`src/rtl/logic_unit_pkg.sv`:
```
// Shared definitions for the logic unit: operation encoding and op field width.
package logic_unit_pkg;

  localparam int OP_W = 3;

  typedef enum logic [OP_W-1:0] {
    OP_AND  = 3'd0,
    OP_OR   = 3'd1,
    OP_NOT  = 3'd2,
    OP_NAND = 3'd3,
    OP_NOR  = 3'd4,
    OP_XOR  = 3'd5,
    OP_XNOR = 3'd6,
    OP_PASS = 3'd7
  } op_e;

endpackage

```
`src/rtl/logic_unit_alu.sv`:
```
// Combinational bitwise operator: (a, b, op) -> result.
module logic_unit_alu
  import logic_unit_pkg::*;
#(
  parameter int WIDTH = 8
) (
  input  logic [WIDTH-1:0] a,
  input  logic [WIDTH-1:0] b,
  input  logic [OP_W-1:0]  op,
  output logic [WIDTH-1:0] result
);

  // Bitwise operation select
  always_comb begin
    result = '0;
    case (op_e'(op))
      OP_AND:  result = a & b;
      OP_OR:   result = a | b;
      OP_NOT:  result = ~a;
      OP_NAND: result = ~(a & b);
      OP_NOR:  result = ~(a | b);
      OP_XOR:  result = a ^ b;
      OP_XNOR: result = ~(a ^ b);
      OP_PASS: result = b;
      default: result = '0;
    endcase
  end

endmodule

```
`src/rtl/logic_unit_pipe.sv`:
```
// Two-stage elastic logic unit with accumulator feedback.
// Define LOGIC_UNIT_FLAGS_EN to add registered out_zero/out_parity outputs.
module logic_unit_pipe
  import logic_unit_pkg::*;
#(
  parameter int WIDTH = 8
) (
  input  logic             clk,
  input  logic             rst,
  input  logic             in_valid,
  output logic             in_ready,
  input  logic [WIDTH-1:0] a,
  input  logic [WIDTH-1:0] b,
  input  logic [OP_W-1:0]  op,
  input  logic             acc_mode,
  input  logic             acc_clr,
  output logic             out_valid,
  input  logic             out_ready,
  output logic [WIDTH-1:0] result
`ifdef LOGIC_UNIT_FLAGS_EN
  ,
  output logic             out_zero,
  output logic             out_parity
`endif
);

  logic             s1_valid_r;
  logic [WIDTH-1:0] s1_a_r;
  logic [WIDTH-1:0] s1_b_r;
  logic [OP_W-1:0]  s1_op_r;
  logic             s1_acc_mode_r;
  logic             s2_valid_r;
  logic [WIDTH-1:0] s2_result_r;
  logic [WIDTH-1:0] acc_r;

  logic             emit_s;
  logic             s1_adv_s;
  logic             accept_s;
  logic             in_ready_s;
  logic [WIDTH-1:0] alu_a_s;
  logic [WIDTH-1:0] alu_result_s;

  // Handshake decode and operand-a selection
  always_comb begin
    emit_s   = s2_valid_r & out_ready;
    s1_adv_s = s1_valid_r & (~s2_valid_r | emit_s);
    if (rst) begin
      in_ready_s = 1'b0;
    end else begin
      in_ready_s = ~s1_valid_r | s1_adv_s;
    end
    accept_s = in_valid & in_ready_s;
    if (s1_acc_mode_r) begin
      alu_a_s = acc_r;
    end else begin
      alu_a_s = s1_a_r;
    end
  end

  logic_unit_alu #(.WIDTH(WIDTH)) u_alu (
    .a      (alu_a_s),
    .b      (s1_b_r),
    .op     (s1_op_r),
    .result (alu_result_s)
  );

  // Stage 1: operand capture on accept
  always_ff @(posedge clk) begin
    if (rst) begin
      s1_valid_r    <= 1'b0;
      s1_a_r        <= '0;
      s1_b_r        <= '0;
      s1_op_r       <= '0;
      s1_acc_mode_r <= 1'b0;
    end else if (accept_s) begin
      s1_valid_r    <= 1'b1;
      s1_a_r        <= a;
      s1_b_r        <= b;
      s1_op_r       <= op;
      s1_acc_mode_r <= acc_mode;
    end else if (s1_adv_s) begin
      s1_valid_r    <= 1'b0;
    end
  end

  // Stage 2: result register, held while downstream stalls
  always_ff @(posedge clk) begin
    if (rst) begin
      s2_valid_r  <= 1'b0;
      s2_result_r <= '0;
    end else if (s1_adv_s) begin
      s2_valid_r  <= 1'b1;
      s2_result_r <= alu_result_s;
    end else if (emit_s) begin
      s2_valid_r  <= 1'b0;
    end
  end

  // Accumulator: clear has priority over the transfer load
  always_ff @(posedge clk) begin
    if (rst) begin
      acc_r <= '0;
    end else if (acc_clr) begin
      acc_r <= '0;
    end else if (s1_adv_s) begin
      acc_r <= alu_result_s;
    end
  end

  assign in_ready  = in_ready_s;
  assign out_valid = s2_valid_r;
  assign result    = s2_result_r;

`ifdef LOGIC_UNIT_FLAGS_EN
  logic zero_r;
  logic parity_r;

  function automatic logic parity_f(input logic [WIDTH-1:0] v);
    return ^v;
  endfunction

  // Flags registered alongside the stage-2 result
  always_ff @(posedge clk) begin
    if (rst) begin
      zero_r   <= 1'b0;
      parity_r <= 1'b0;
    end else if (s1_adv_s) begin
      zero_r   <= (alu_result_s == '0);
      parity_r <= parity_f(alu_result_s);
    end
  end

  assign out_zero   = zero_r;
  assign out_parity = parity_r;
`endif

endmodule

```
`config.mk`:
```
export PLATFORM = sky130hd
export DESIGN_NAME = logic_unit_pipe
export DESIGN_NICKNAME = d
export VERILOG_FILES = /design/src/rtl/logic_unit_pkg.sv /design/src/rtl/logic_unit_alu.sv /design/src/rtl/logic_unit_pipe.sv
export SDC_FILE = /design/constraint.sdc
export NUM_CORES = 1
export LEC_CHECK = 0
export ABC_AREA = 1
export CORE_MARGIN = 10
export CORE_UTILIZATION = 30
export CTS_CLUSTER_SIZE = 14
export DETAILED_ROUTE_END_ITERATION = 8
export HOLD_SLACK_MARGIN = 0.15
export PLACE_DENSITY = 0.62
export SYNTH_ARGS = -nofsm -noshare
export SYNTH_HDL_FRONTEND = slang
export SYNTH_HIERARCHICAL = 1
export SYNTH_SLANG_ARGS = --single-unit
export TNS_END_PERCENT = 100
```
`constraint.sdc`:
```
create_clock -name clk -period 1.68 [get_ports clk]
set_input_delay 0.252 -clock clk [delete_from_list [all_inputs] [get_ports clk]]
set_output_delay 0.252 -clock clk [all_outputs]
set_load 0.1 [all_outputs]
```
==> results of run 1 <==
## metrics by stage
stage           util  setup TNS (ns)
2_1_floorplan      -               0
3_3_place_gp   0.396           -2.72
3_5_place_dp   0.396           -3.50
4_1_cts        0.431         -0.0855
5_1_grt        0.446           -1.04
6_report       0.446         -0.0366
## power by group through the flow
stage | Combinational (mW) | Clock, mW | Sequential [mW]
after floorplan | 0.371 | 0 | 1.09
after global placement | 0.715 | 0 | 1.02
after detailed placement | 0.727 | 0 | 1.02
after CTS | 0.803 | 0.674 | 1.00
after global routing | 0.927 | 0.711 | 1.01
final | 0.859 | 0.671 | 1.01
## flip-flops by register name (all words and copies together), names as in the netlist
signal         cells
acc_r              8
result             8
s1_a_r             8
s1_b_r             8
s1_op_r            3
out_valid          1
s1_acc_mode_r      1
s1_valid_r         1
## cell families (layout without fill, tap and decap cells)
family | Yosys count | in the layout | share of synthesized area
simple gates | 237 | 237 | 0.435
buf+inv | 80 | 141 | 0.139
flops | 38 | 38 | 0.297
compound gates | 26 | 26 | 0.0508
fa+ha+maj | 16 | 16 | 0.0782
## routing by layer
layer,global-route usage,vias up,share of wire
met5,0,-,0
met4,0.0415,0,0.020
met3,0.0314,18,0.068
met2,0.202,101,0.46
met1,0.144,1257,0.45
li1,-,1388,-
## area by class of cell
class                           count  area, um^2  share of cell area
Multi-Input combinational cell    279        1690               0.458
Timing Repair Buffer               75         776               0.211
Sequential cell                    38         769               0.209
Inverter                           58         225              0.0612
Tap cell                          105         131              0.0357
Clock buffer                        6        82.6              0.0224
Clock inverter                      2        12.5             0.00340
## path summary, 6_finish.rpt
| check | start | to | slack, ns | cells past startpoint |
|---|---|---|---|---|
| worst min-delay path | acc_r[0] | acc_r[0] | 0.49 | 2 |
| worst max-delay path | s1_acc_mode_r | acc_r[1] | -0.02 | 11 |
| worst min register to register | acc_r[0] | acc_r[0] | 0.49 | 2 |
| worst max register to register | s1_acc_mode_r | acc_r[1] | -0.02 | 11 |
## timing repair
item,in CTS,in global routing
pin swaps,46,20
resized for setup,44,26
buffers inserted,5,2
setup endpoints to repair,16,16
## worst max-delay path: stages, from the launching register on
cell,delay [ns]
sky130_fd_sc_hd__dfxtp_4,0.38
sky130_fd_sc_hd__buf_8,0.15
sky130_fd_sc_hd__o21ai_4,0.16
sky130_fd_sc_hd__inv_2,0.08
sky130_fd_sc_hd__ha_4,0.27
sky130_fd_sc_hd__inv_2,0.03
sky130_fd_sc_hd__nand4_1,0.05
sky130_fd_sc_hd__nand2_1,0.05
sky130_fd_sc_hd__nor2_1,0.09
sky130_fd_sc_hd__nand3_1,0.14
sky130_fd_sc_hd__nand3_2,0.13
sky130_fd_sc_hd__a21oi_1,0.07
## cell usage in the layout, fill, tap and decap left out, types with 2 or more instances in the layout
| cell type | instances |
|---|---|
| sky130_fd_sc_hd__nor2_1 | 43 |
| sky130_fd_sc_hd__inv_1 | 44 |
| sky130_fd_sc_hd__buf_8 | 2 |
| sky130_fd_sc_hd__a21oi_2 | 7 |
| sky130_fd_sc_hd__nor2_2 | 3 |
| sky130_fd_sc_hd__clkdlybuf4s50_1 | 24 |
| sky130_fd_sc_hd__nand2_1 | 104 |
| sky130_fd_sc_hd__buf_12 | 11 |
| sky130_fd_sc_hd__nand3_2 | 8 |
| sky130_fd_sc_hd__o21ai_4 | 6 |
| sky130_fd_sc_hd__clkbuf_8 | 6 |
| sky130_fd_sc_hd__nand2_2 | 2 |
| sky130_fd_sc_hd__buf_4 | 38 |
| sky130_fd_sc_hd__inv_2 | 12 |
| sky130_fd_sc_hd__dfxtp_1 | 35 |
| sky130_fd_sc_hd__a21oi_1 | 11 |
| sky130_fd_sc_hd__ha_4 | 7 |
| sky130_fd_sc_hd__nor2_4 | 2 |
| sky130_fd_sc_hd__nand3b_1 | 8 |
| sky130_fd_sc_hd__ha_1 | 8 |
| sky130_fd_sc_hd__nand4_1 | 36 |
| sky130_fd_sc_hd__nand2_4 | 2 |
| sky130_fd_sc_hd__dfxtp_4 | 2 |
| sky130_fd_sc_hd__nand3_1 | 26 |
| sky130_fd_sc_hd__o21ai_2 | 2 |
| sky130_fd_sc_hd__clkinvlp_4 | 3 |
==> out/summary.log, run 1 <==
INFO  synthesis      yosysUniqueCellTypes=23
INFO  synthesis      synth.cell_area=2560um^2
INFO  power_and_ir_drop comb_power_share=0.339
INFO  clock_tree     numCtsBuffers=5
INFO  synthesis      synth-edff-count=0
INFO  clock_tree     post_cts_hold_buffer_count=0
INFO  timing         worstMarginPinSlew=0.404ns
INFO  setup_path     critPathLaunchType=register
INFO  placement      dp_slack=-0.341ns
INFO  synthesis      synth.net_count=438
INFO  timing         final.hold.worst_slack=0.489ns
INFO  global_routing grt_pass1_vias=2633
INFO  die            die_w=112um
INFO  finish         finalNonFillerCells=563
INFO  route          totalWireLength=7860um
INFO  die            core_region_area=8260um^2
INFO  power_and_ir_drop power.density_cell_area=689nW/um^2
INFO  timing         relSlewSlack=0.731
INFO  timing         final.setup.worst_slack=-0.0166ns
INFO  die            ios=35
INFO  power_and_ir_drop max-vdd-ir-drop=0.336mV
INFO  setup_path     cp.arrival=1.89ns
INFO  global_routing global_route.overflow_total=0
INFO  route          detailedRoute.firstIterationViolations=177
INFO  finish         finalNetCount=498
INFO  power_and_ir_drop post_layout_total_power=2.54mW
INFO  synthesis      post_synth_main_area_contributors=sky130_fd_sc_hd__dfxtp_1 (30%), sky130_fd_sc_hd__nand2_1 (16%), sky130_fd_sc_hd__nand4_1 (8.8%)
INFO  setup_path     crit_required=1.87ns
INFO  route          viasPerCell=4.91
INFO  clock_tree     cts.path.max_buffers=2
INFO  synthesis      synth_seq_cells=38
INFO  finish         final_layout_size_suffix_gt1_frac=0.260
INFO  placement      port_buffers=34
INFO  power_and_ir_drop share_clk_of_total_power=0.265
INFO  setup_path     worst_setup_path_end_kind=register
INFO  clock_tree     clkSinkCount=38
INFO  synthesis      yosys.area.top_type_share=0.297
INFO  power_and_ir_drop pwr-share-seq=0.397
INFO  global_routing grt_first_pass_wirelength=12700um
INFO  clock_tree     clk_pin_slew=0.08ns
INFO  finish         final_standard_cell_area_without_fillers=3680um^2
INFO  finish         diodes_inserted=0
INFO  route          wire_per_inst=14.0um
INFO  timing         upper_clock_frequency_limit=589MHz
INFO  synthesis      yosysWarnings=6
INFO  power_and_ir_drop net-switching-power=0.885mW
INFO  route          detailroute.via_count=2764
INFO  global_routing grt_start_max_net_pins=22
INFO  power_and_ir_drop power_switching_share=0.349
INFO  synthesis      synthTopCellsByCount=sky130_fd_sc_hd__nand2_1 (106), sky130_fd_sc_hd__inv_1 (57), sky130_fd_sc_hd__nor2_1 (45), sky130_fd_sc_hd__dfxtp_1 (38), sky130_fd_sc_hd__nand4_1 (36)
INFO  finish         num-fill-cells=834
INFO  timing         hold_viol_final=0
INFO  worst_hold_path hold_class=reg -> reg
INFO  power_and_ir_drop power.leakage=1.61nW
INFO  timing         grt_setup_unrepaired=yes
INFO  route          detailed_routing_iteration_count_for_the_pre_antenna_repair_pass=5
INFO  timing         setup_violations=6
INFO  synthesis      postSynth.topFlopCell=sky130_fd_sc_hd__dfxtp_1
INFO  outcome        result_of_the_run=finished with violations
INFO  timing         finalClockSkew=0.0104ns
INFO  die            die-height=112um
INFO  placement      place.detailed.hpwl=5610um
INFO  timing         layout_worst_path_cycle_share=1.01
INFO  die            std_cell_rows=33
INFO  clock_tree     ctsHtreeMaxLevel=2
INFO  die            dieArea=12600um^2
INFO  synthesis      synthesis.instances=397
INFO  clock_tree     cts-root-buf=sky130_fd_sc_hd__clkbuf_8
INFO  die            effective_utilization_at_floorplan=0.310
INFO  synthesis      syn_area_per_cell=6.45um^2
INFO  run            cap_violations=0
INFO  global_routing antenna_found_initial=0
INFO  outcome        failed_checks=negative setup slack
INFO  finish         area_growth_syn_to_layout=43.8%
INFO  placement      placed_cell_area=3270um^2
INFO  clock_tree     tritoncts_clock_tree=done
INFO  placement      finalWeightedCongestion=0.839
INFO  placement      placed_cells=548
INFO  global_routing grt.total_usage=0.120
INFO  power_and_ir_drop internal_power=1.65mW
INFO  route          antenna_left=0
INFO  timing         shortest_period_the_worst_path_allows=1.70ns
INFO  timing         number_of_max_slew_violations_in_the_final_report=0
INFO  setup_path     criticalPathCategory=reg -> reg
INFO  setup_path     crit_fanout=7
INFO  synthesis      synth.largest_area_cell=sky130_fd_sc_hd__dfxtp_1
INFO  route          drc=0
INFO  synthesis      post-synth-top-count-cell=sky130_fd_sc_hd__nand2_1
INFO  clock_tree     clock_latency=0.30ns
INFO  synthesis      yosysSeqAreaShare=0.297
INFO  synthesis      synth-async-reset-ratio=0
(Power assumes the default switching activity.)
==> run 2: changes to the inputs <==
--- a/config.mk
+++ b/config.mk
@@ -6,6 +6,7 @@
 export NUM_CORES = 1
 export LEC_CHECK = 0
 export ABC_AREA = 1
+export ABC_CLOCK_PERIOD_IN_PS = 1680
 export CORE_MARGIN = 10
 export CORE_UTILIZATION = 30
 export CTS_CLUSTER_SIZE = 14
==> results of run 2 <==
Final layout, timing and power as in run 1 (identical DEF).
